File: config.mk
export PLATFORM = sky130hd
export DESIGN_NAME = serial_subtractor
export DESIGN_NICKNAME = d
export VERILOG_FILES = /design/src/rtl/serial_subtractor.sv
export SDC_FILE = /design/constraint.sdc
export NUM_CORES = 1
export LEC_CHECK = 0
export CORE_MARGIN = 4
export CORE_UTILIZATION = 55
export DETAILED_ROUTE_END_ITERATION = 16
export PLACE_DENSITY = 0.89
export SLEW_MARGIN = 20
export SYNTH_ARGS = -nofsm -noshare
export SYNTH_HDL_FRONTEND = slang
export SYNTH_SLANG_ARGS = --single-unit
File: constraint.sdc
create_clock -name clk -period 2.8 [get_ports clk]
set_clock_uncertainty 0.1 [all_clocks]
set_input_delay 0.56 -clock clk [delete_from_list [all_inputs] [get_ports clk]]
set_output_delay 0.56 -clock clk [all_outputs]
set_load 0.1 [all_outputs]
File: src/rtl/serial_subtractor.sv
// Bit-serial subtractor: diff = a - b - borrow_in, LSB first, one bit per clock.
// Define SERIAL_SUB_SIGNED_OVF_EN to add the registered two's-complement overflow output ovf.
module serial_subtractor #(
    parameter int unsigned WIDTH = 8
) (
    input  logic             clk,
    input  logic             rst_n,
    input  logic             start,
    input  logic [WIDTH-1:0] a,
    input  logic [WIDTH-1:0] b,
    input  logic             borrow_in,
    output logic             busy,
    output logic             done,
    output logic [WIDTH-1:0] diff,
    output logic             borrow_out
`ifdef SERIAL_SUB_SIGNED_OVF_EN
    ,
    output logic             ovf
`endif
);

    localparam int unsigned CNT_W = (WIDTH > 1) ? $clog2(WIDTH) : 1;

    typedef enum logic [1:0] {
        S_IDLE = 2'd0,
        S_RUN  = 2'd1,
        S_DONE = 2'd2
    } state_t;

    state_t             state_q, state_d;
    logic               busy_d, done_d;
    logic [WIDTH-1:0]   a_sh_q, b_sh_q, d_sh_q;
    logic [CNT_W-1:0]   cnt_q;
    logic               br_q;
    logic               accept, last_bit;
    logic               a0, b0, d_bit, br_next;
    logic [WIDTH-1:0]   d_sh_next;

    assign accept   = (state_q == S_IDLE) && start;
    assign last_bit = (state_q == S_RUN) && (cnt_q == CNT_W'(WIDTH - 1));

    // Full-subtractor cell on the current LSBs
    assign a0        = a_sh_q[0];
    assign b0        = b_sh_q[0];
    assign d_bit     = a0 ^ b0 ^ br_q;
    assign br_next   = (~a0 & b0) | (~(a0 ^ b0) & br_q);
    assign d_sh_next = {d_bit, d_sh_q[WIDTH-1:1]};

    always_ff @(posedge clk or negedge rst_n) begin
        if (!rst_n) state_q <= S_IDLE;
        else        state_q <= state_d;
    end

    always_comb begin
        state_d = state_q;
        case (state_q)
            S_IDLE:  if (start)    state_d = S_RUN;
            S_RUN:   if (last_bit) state_d = S_DONE;
            S_DONE:                state_d = S_IDLE;
            default:               state_d = S_IDLE;
        endcase
    end

    // Flag decode from the next state so busy/done come straight from flops
    always_comb begin
        busy_d = 1'b0;
        done_d = 1'b0;
        busy_d = (state_d == S_RUN);
        done_d = (state_d == S_DONE);
    end

    always_ff @(posedge clk or negedge rst_n) begin
        if (!rst_n) begin
            busy <= 1'b0;
            done <= 1'b0;
        end else begin
            busy <= busy_d;
            done <= done_d;
        end
    end

`ifdef SERIAL_SUB_SIGNED_OVF_EN
    logic a_msb_q, b_msb_q;
`endif

    always_ff @(posedge clk or negedge rst_n) begin
        if (!rst_n) begin
            a_sh_q     <= '0;
            b_sh_q     <= '0;
            d_sh_q     <= '0;
            cnt_q      <= '0;
            br_q       <= 1'b0;
            diff       <= '0;
            borrow_out <= 1'b0;
`ifdef SERIAL_SUB_SIGNED_OVF_EN
            a_msb_q    <= 1'b0;
            b_msb_q    <= 1'b0;
            ovf        <= 1'b0;
`endif
        end else if (accept) begin
            a_sh_q  <= a;
            b_sh_q  <= b;
            d_sh_q  <= '0;
            br_q    <= borrow_in;
            cnt_q   <= '0;
`ifdef SERIAL_SUB_SIGNED_OVF_EN
            a_msb_q <= a[WIDTH-1];
            b_msb_q <= b[WIDTH-1];
`endif
        end else if (state_q == S_RUN) begin
            a_sh_q <= a_sh_q >> 1;
            b_sh_q <= b_sh_q >> 1;
            d_sh_q <= d_sh_next;
            br_q   <= br_next;
            cnt_q  <= cnt_q + CNT_W'(1);
            if (last_bit) begin
                diff       <= d_sh_next;
                borrow_out <= br_next;
`ifdef SERIAL_SUB_SIGNED_OVF_EN
                ovf        <= (a_msb_q != b_msb_q) & (d_bit != a_msb_q);
`endif
            end
        end
    end

endmodule

Word-level counts from Yosys, hierarchy flattened
Index checks and enable logic that the tools add are counted.
Widths: inputs -> output; s select.
{ "op_classes": {"magnitude_cmp": 0, "multipliers": 0, "shift": 0, "muxes": 13, "add_sub_neg": 1, "n_eq_ne": 4, "reduce_logical": 5, "bitwise": 8, "div_mod_pow": 0} }
{ "ops": {"columns": ["op", "n"], "rows": [
  ["$mux 8", 6],
  ["$mux 3", 2],
  ["$eq 2x1->1 const B", 2],
  ["$mux 2", 2],
  ["$pmux 2 s2", 1],
  ["$add 3x1->3 const B", 1],
  ["$eq 3x3->1 const B", 1],
  ["$not 1->1", 3],
  ["$reduce_and 3->1", 1],
  ["$and 1x1->1", 2],
  ["$eq 2x2->1 const B", 1],
  ["$logic_and 1x1->1", 2],
  ["$logic_not 2->1", 1],
  ["$mux 1", 2],
  ["$reduce_bool 2->1", 1],
  ["$xor 1x1->1", 2],
  ["$or 1x1->1", 1]
]} }
{ "word_totals": {"mem_count": 0, "regBits": 41, "in_bits": 20, "latchBits": 0, "rom_bits": 0, "ram_bits": 0, "output_inout_bits": 11} }

Logic depth before layout (Yosys ltp)
Gate-level depths: netlist (run 1).
{ "logic_depth": {"word_depth": 6, "depth_mapped": 6} }

Worst setup path before layout (run 1)
OpenSTA, ideal clock, no wires.
{ "synth_path": {"path_type": "flip-flop to flip-flop", "from": "register cnt_q[0]", "to": "register diff[0]", "setup_slack_ns": 1.160, "t_required_ns": 2.574, "synth_period_minus_slack_ns": 1.640, "path_stages_with_launch": 6, "arrival_time_ns": 1.414, "cell_sequence": "dfrtp_1 -> ha_1 -> ha_1 -> nand3b_1 -> buf_2 -> mux2_2"} }
{ "synth_via": {"elab_chain_cells": 3} }
{ "synth_lines": {"columns": ["element", "line", "rtl"], "rows": [
  ["start, declared", "33", "logic [CNT_W-1:0] cnt_q;"],
  ["start signal, assigned", "115", "cnt_q <= cnt_q + CNT_W'(1);"],
  ["$eq 3x3->1", "40", "assign last_bit = (state_q == S_RUN) && (cnt_q == CNT_W'(WIDTH - 1));"],
  ["$logic_and 1x1->1", "40", null],
  ["$reduce_and 3->1 (no source line)", null, null],
  ["end signal, assigned", "117", "diff <= d_sh_next;"],
  ["end, declared", "14", "output logic [WIDTH-1:0] diff,"]
]} }
No other way between the ends.
A chain may end at the register's enable or synchronous reset.

Final worst setup path (run 1)
{ "layout_path": {"from": "register state_q[1]", "to": "register a_sh_q[0]"} }
{ "layout_via": {"elab_chain_cells": 3} }
{ "layout_lines": {"columns": ["element", "line", "rtl"], "rows": [
  ["start, declared", "30", "state_t state_q, state_d;"],
  ["start signal, assigned", "51", "else state_q <= state_d;"],
  ["$logic_not 2->1", "39", "assign accept = (state_q == S_IDLE) && start;"],
  ["$logic_and 1x1->1", "39", null],
  ["$mux 8 or $reduce_bool 2->1 (tied branches)", null, null],
  ["end signal, assigned", "111", "a_sh_q <= a_sh_q >> 1;"],
  ["end, declared", "32", "logic [WIDTH-1:0] a_sh_q, b_sh_q, d_sh_q;"]
]} }
Several ways; a longest one is shown, not always the timed one.

==> flow_summary.yaml, run 1 <==
outcome:
  outcome: "finished clean"
die:
  io_pins: 31
  die_h_um: 64.03
  num_rows: 20
  dieArea_um2: 4100
  die_w_um: 64.03
  coreArea_um2: 3028
  start_util_pct: 57.02
finish:
  final_cell_mix: "40 x dfrtp_1, 24 x nor3_1, 18 x clkdlybuf4s50_1"
  final_common_cell: "dfrtp_1"
  synthToLayoutAreaGrowth_pct: 20.00
  nNetsFinal: 199
  drive_above_1_share_pct: 17.51
  fin_util_pct: 68.43
  n_antenna_cell: 0
  final_area_um2: 2072
power_and_ir_drop:
  p_int_mw: 1.440
  netSwitchingFraction_pct: 44.58
  p_per_area_nw_per_um2: 1254
  clock_power_share_pct: 14.3
  p_leak_nw: 0.9623
  p_comb_share_pct: 46.9
  finalPower_mw: 2.599
  vdd_ir_drop_max_mv: 0.5127
  p_sw_mw: 1.159
  seq_power_share_pct: 38.8
clock_tree:
  clk_pin_slew_ns: 0.11
  cts_setup_buffers: 0
  clockBufferDepth: 2
  cts_buffers: 5
  htreeDepth: 2
  cts_tree: "built"
  cts_sinks: 40
  worstSkewPairLatency_ns: 0.35
  ctsResizeCount: 0
  root_buffer: "clkbuf_4"
  postCtsHoldBufs: 0
setup_path:
  cp_num_cells: 3
  r2r-end: "a_sh_q[0]$_DFFE_PN0P_"
  cp-startpoint: "state_q[1]$_DFF_PN0_"
  critPathRequiredTime_ns: 2.93
  endpoint: "a_sh_q[0]$_DFFE_PN0P_"
  r2r-start: "state_q[1]$_DFF_PN0_"
  slowest_stage: "dfrtp_1"
  crit_buf_inv: 1
  path_class: "flip-flop to flip-flop"
  critPathMaxFanout: 18
  crit_family: "flip-flops"
  critPathLaunchType: "flip-flop"
  cp-end-kind: "flip-flop"
  slowest_delay_ns: 0.66
  crit_chain: "buf_4, and2b_1, a221o_1"
  ff2ff_path_depth: 3
  regToRegSetupSlack_ns: 0.86
  arrival_ns: 2.07
drt:
  vias: 1200
  wl_per_cell_um: 14.47
  dr.first_iter.drc_count: 77
  postRouteWirelength_um: 3197
  first_pass_iters: 6
  drt.antenna.violating_nets: 0
  drc_errors: 0
  viasPerCell: 5.430
timing:
  final-hold-violation-count: 0
  post-route-min-period_ns: 1.941
  finalSetupTns_ns: 0
  slew_viol_final: 0
  fin_crit_sh_pct: 69.32
  worst_pin_slew_ns: 0.8466
  max_freq_mhz: 515.2
  setup_viol: 0
  slew_headroom_pct: 43.56
  rsz0062_at_grt: "false"
synth:
  synth_cell_types: 27
  yosysWarnings: 0
  synthFlopType: "dfrtp_1"
  async_flop_share_pct: 100.0
  synthesis.instances: 149
  syn-num-nets: 172
  ys_seq_area_share_pct: 57.97
  synth_edf_count: 0
  ys_ff_latch: 40
  postSynthAreaPerCell_um2: 11.59
  syn_area_um2: 1727
hold_path:
  hold_class: "primary input to asynchronous set/reset pin"
global_route:
  grt.total_usage_pct: 17.61
  grt_pass1_vias: 1172
  grt.overflow.total: 0
  grt_max_degree: 41
  grt_pass1_wl_um: 5451
  grt_antenna_before_repair: 0
place:
  port_buffers: 30
  gp_congestion: 0.7587
  dp_hpwl_um: 2191
  placed_cell_area_um2: 1996
job:
  maxCapViolCount: 0
## power groups by stage
stage               Sequential, mW  Combinational [mW]  Clock [mW]
global placement              1.01                1.18           0
detailed placement            1.02                1.23           0
floorplan                     1.40               0.575           0
finish                        1.01                1.22       0.372
global route                  1.05                1.31       0.410
CTS                           1.01                1.23       0.381
## routing by layer
| layer | GRT usage, % | part of all wire [%] |
|---|---|---|
| met1 | 21.22 | 43 |
| met2 | 29.55 | 49 |
| met3 | 6.151 | 6.1 |
| met4 | 5.391 | 1.5 |
| met5 | 0 | 0 |
## worst min path at each step
| stage | start | end | slack (ns) | depth (start not counted) |
|---|---|---|---|---|
| 6_report | rst_n | diff[7]$_DFFE_PN0P_ | 0.20 | 1 |
| 4_1_cts | rst_n | diff[2]$_DFFE_PN0P_ | 0.22 | 1 |
| 3_3_place_gp | borrow_out$_DFFE_PN0P_ | borrow_out$_DFFE_PN0P_ | 0.37 | 2 |
| 2_1_floorplan | rst_n | a_sh_q[0]$_DFFE_PN0P_ | 0.16 | 0 |
| 5_1_grt | rst_n | diff[1]$_DFFE_PN0P_ | 0.26 | 1 |
| 3_5_place_dp | borrow_out$_DFFE_PN0P_ | borrow_out$_DFFE_PN0P_ | 0.38 | 2 |
## cell type report
cell class	count	area [um^2]
clock buffer	6	41.29
sequential	40	1001
fill	245	955.9
timing repair buffer	31	275.3
tap	44	55.05
inverter	4	15.01
multi-input combinational	94	649.4
clock inverter	2	35.03
## stage by stage
step | setup slack [ns] | instances | hold slack [ns]
floorplan | 1.160 | 149 | 0.1644
global placement | 0.7108 | 213 | 0.3663
detailed placement | 0.6297 | 213 | 0.3823
CTS | 0.9018 | 221 | 0.2230
global route | 0.7546 | 221 | 0.2589
finish | 0.8589 | 221 | 0.2018
## worst register-to-register path, delay by kind of cell (launching register included)
kind                   cells  cell delay (ns)
AO/OA/AOI/OAI              1             0.38
buffers and inverters      1             0.31
flip-flops                 1             0.66
AND/OR/NAND/NOR            1             0.37
## registers in the layout, indices dropped and copies added (netlist names)
name and count:
br_q 1, done 1, a_sh_q 8, diff 8, busy 1, borrow_out 1
d_sh_q 7, b_sh_q 8, state_q 2, cnt_q 3
## cell usage after synthesis (all sizes together), types with 3 or more instances
master	n	area (um^2)
a22o	11	96.34
nor3b	12	90.09
nor3	24	120.1
o21ai	3	15.01
inv	4	15.01
buf	10	57.55
nand2	3	11.26
dfrtp	40	1001
mux2	9	101.4
nor2	14	52.55
## cells by family (layout without fill, tap and decap cells)
group | after synthesis | count (layout) | synth area share [%]
AOI/OAI and AO/OA | 21 | 21 | 10.07
adders and majority gates | 3 | 3 | 2.609
buffers and inverters | 15 | 43 | 4.420
DFF | 40 | 40 | 57.97
muxes | 9 | 9 | 5.870
and+or+nand+nor | 61 | 61 | 19.06
Note: power is estimated with default switching activity, not from simulation.
==> run 2: changes to the inputs <==
- CORE_UTILIZATION: 55 -> 46
- PLACE_DENSITY: 0.89 -> 0.8
- clock period: 2.8 -> 1.7 ns (I/O delays scaled with it)
==> run 2 against run 1 <==
Compared with the run above:
- final cell count is 5.0% higher
- critical path type unchanged
- utilization shrank 1.1 points
- cell area increased by 13%
- sequential share of layout area is 5.5 points lower
- global-route usage down 2.8 points
==> flow_summary.yaml, run 2 (synthesis results as in run 1) <==
hold_path:
  hold_class: "primary input to asynchronous set/reset pin"
global_route:
  grt.busiest_layer: "met2"
  grt_max_degree: 41
  grt_pass1_vias: 1256
  grt_pass1_wl_um: 5844
  grt.overflow.total: 0
  grt_util_met1_pct: 17.63
  grtUsageMet3_pct: 5.507
  grt.total_usage_pct: 14.86
  grt_antenna_before_repair: 0
  gr-usage-met2_pct: 25.74
finish:
  nNetsFinal: 209
  fin_util_pct: 67.35
  final_common_cell: "dfrtp_1"
  drive_above_1_share_pct: 22.58
  n_antenna_cell: 0
  final_cell_mix: "40 x dfrtp_1, 24 x nor3_1, 18 x clkdlybuf4s50_1"
  reg.largest.list: "a_sh_q x8, b_sh_q x8, diff x8"
  synthToLayoutAreaGrowth_pct: 35.29
setup_path:
  slowest_stage: "dfrtp_1"
  critPathMaxFanout: 4
  crit_buf_inv: 1
  arrival_ns: 1.73
  ff2ff_path_depth: 5
  crit_chain: "ha_2, ha_2, nand3b_1, clkbuf_16, mux2_2"
  cp-end-kind: "flip-flop"
  critPathMostFrequentCell: "ha_2"
  crit_family: "flip-flops"
  path_class: "flip-flop to flip-flop"
  critPathLaunchType: "flip-flop"
  critPathRequiredTime_ns: 1.77
  slowest_delay_ns: 0.39
  cp_num_cells: 5
clock_tree:
  cts_tree: "built"
  cts_sinks: 40
  root_buffer: "clkbuf_8"
  cts_buffers: 5
  clk_pin_slew_ns: 0.07
  worstSkewPairLatency_ns: 0.28
  htreeDepth: 2
  clockBufferDepth: 2
drt:
  dr.first_iter.drc_count: 32
  postRouteWirelength_um: 3314
  first_pass_iters: 4
  viasPerCell: 5.280
  vias: 1225
  drc_errors: 0
  wl_per_cell_um: 14.28
  drt.antenna.violating_nets: 0
die:
  io_pins: 31
  dieArea_um2: 4798
  die_w_um: 69.27
  num_rows: 21
  start_util_pct: 49.78
  coreArea_um2: 3468
  die_h_um: 69.27
timing:
  fin_crit_sh_pct: 97.81
  setup_viol: 0
  rsz0062_at_grt: "false"
  final-hold-violation-count: 0
  slew_viol_final: 0
  max_freq_mhz: 601.4
  worst_pin_slew_ns: 0.4904
  slew_headroom_pct: 67.31
  post-route-min-period_ns: 1.663
  finalWorstSetupSlack_ns: 0.03729
place:
  post-place-ws_ns: -0.1717
  dp_hpwl_um: 2404
  port_buffers: 30
  gp_congestion: 0.8427
power_and_ir_drop:
  p_per_area_nw_per_um2: 2006
  p_leak_nw: 1.068
  vdd_ir_drop_max_mv: 0.6529
outcome:
  outcome: "finished clean"
job:
  maxCapViolCount: 0
[run 2: metal layers]
layer | vias to the layer above | part of all wire, %
met5 | - | 0
met4 | 0 | 0
met3 | 0 | 5.5
met2 | 34 | 51
met1 | 592 | 44
li1 | 599 | -
[run 2: repair_timing]
| item | CTS | global route |
|---|---|---|
| endpoints found under the setup margin | 0 | 1 |
| hold buffers | 0 | 0 |
| gates resized for setup | 0 | 2 |
| setup buffers | 0 | 2 |
[run 2: through the flow]
stage	setup TNS [ns]	cells	hold slack [ns]	instance area (um^2)	power, mW
floorplan	0	149	-0.05559	1727	3.260
global placement	-1.370	222	0.3131	2213	3.989
detailed placement	-2.930	222	0.3223	2213	4.099
CTS	0	229	0.01855	2291	4.672
global route	0	232	0.05870	2336	4.983
finish	0	232	0.008311	2336	4.685
[run 2: where the power goes]
group | switching, mW | leakage, nW | total, mW | internal, mW
sequential | 0.336 | 0.493 | 1.71 | 1.37
combinational | 1.35 | 0.534 | 2.40 | 1.06
clock | 0.296 | 0.0410 | 0.575 | 0.279
[run 2: final cells by class]
cell class | count | area, um^2
fill | 288 | 1132
sequential | 40 | 1001
multi-input combinational | 94 | 654.4
timing repair buffer | 41 | 530.5
clock buffer | 6 | 72.57
tap | 46 | 57.56
inverter | 4 | 15.01
clock inverter | 1 | 5.005
[run 2: final timing paths]
check | start | end | slack (ns)
setup / recovery | cnt_q[0]$_DFFE_PN0P_ | diff[5]$_DFFE_PN0P_ | 0.04
hold / removal | rst_n | diff[7]$_DFFE_PN0P_ | 0.008
setup reg to reg | cnt_q[0]$_DFFE_PN0P_ | diff[5]$_DFFE_PN0P_ | 0.04
hold reg to reg | b_sh_q[7]$_DFFE_PN0P_ | b_sh_q[7]$_DFFE_PN0P_ | 0.42
max in group asynchronous | rst_n | diff[5]$_DFFE_PN0P_ | 1.16
min in group clk | b_sh_q[7]$_DFFE_PN0P_ | b_sh_q[7]$_DFFE_PN0P_ | 0.42
==> run 3: changes to the inputs <==
- CAP_MARGIN: unset -> 25
==> results of run 3 <==
No change in the layout: final DEF, timing and power equal those of run 2.
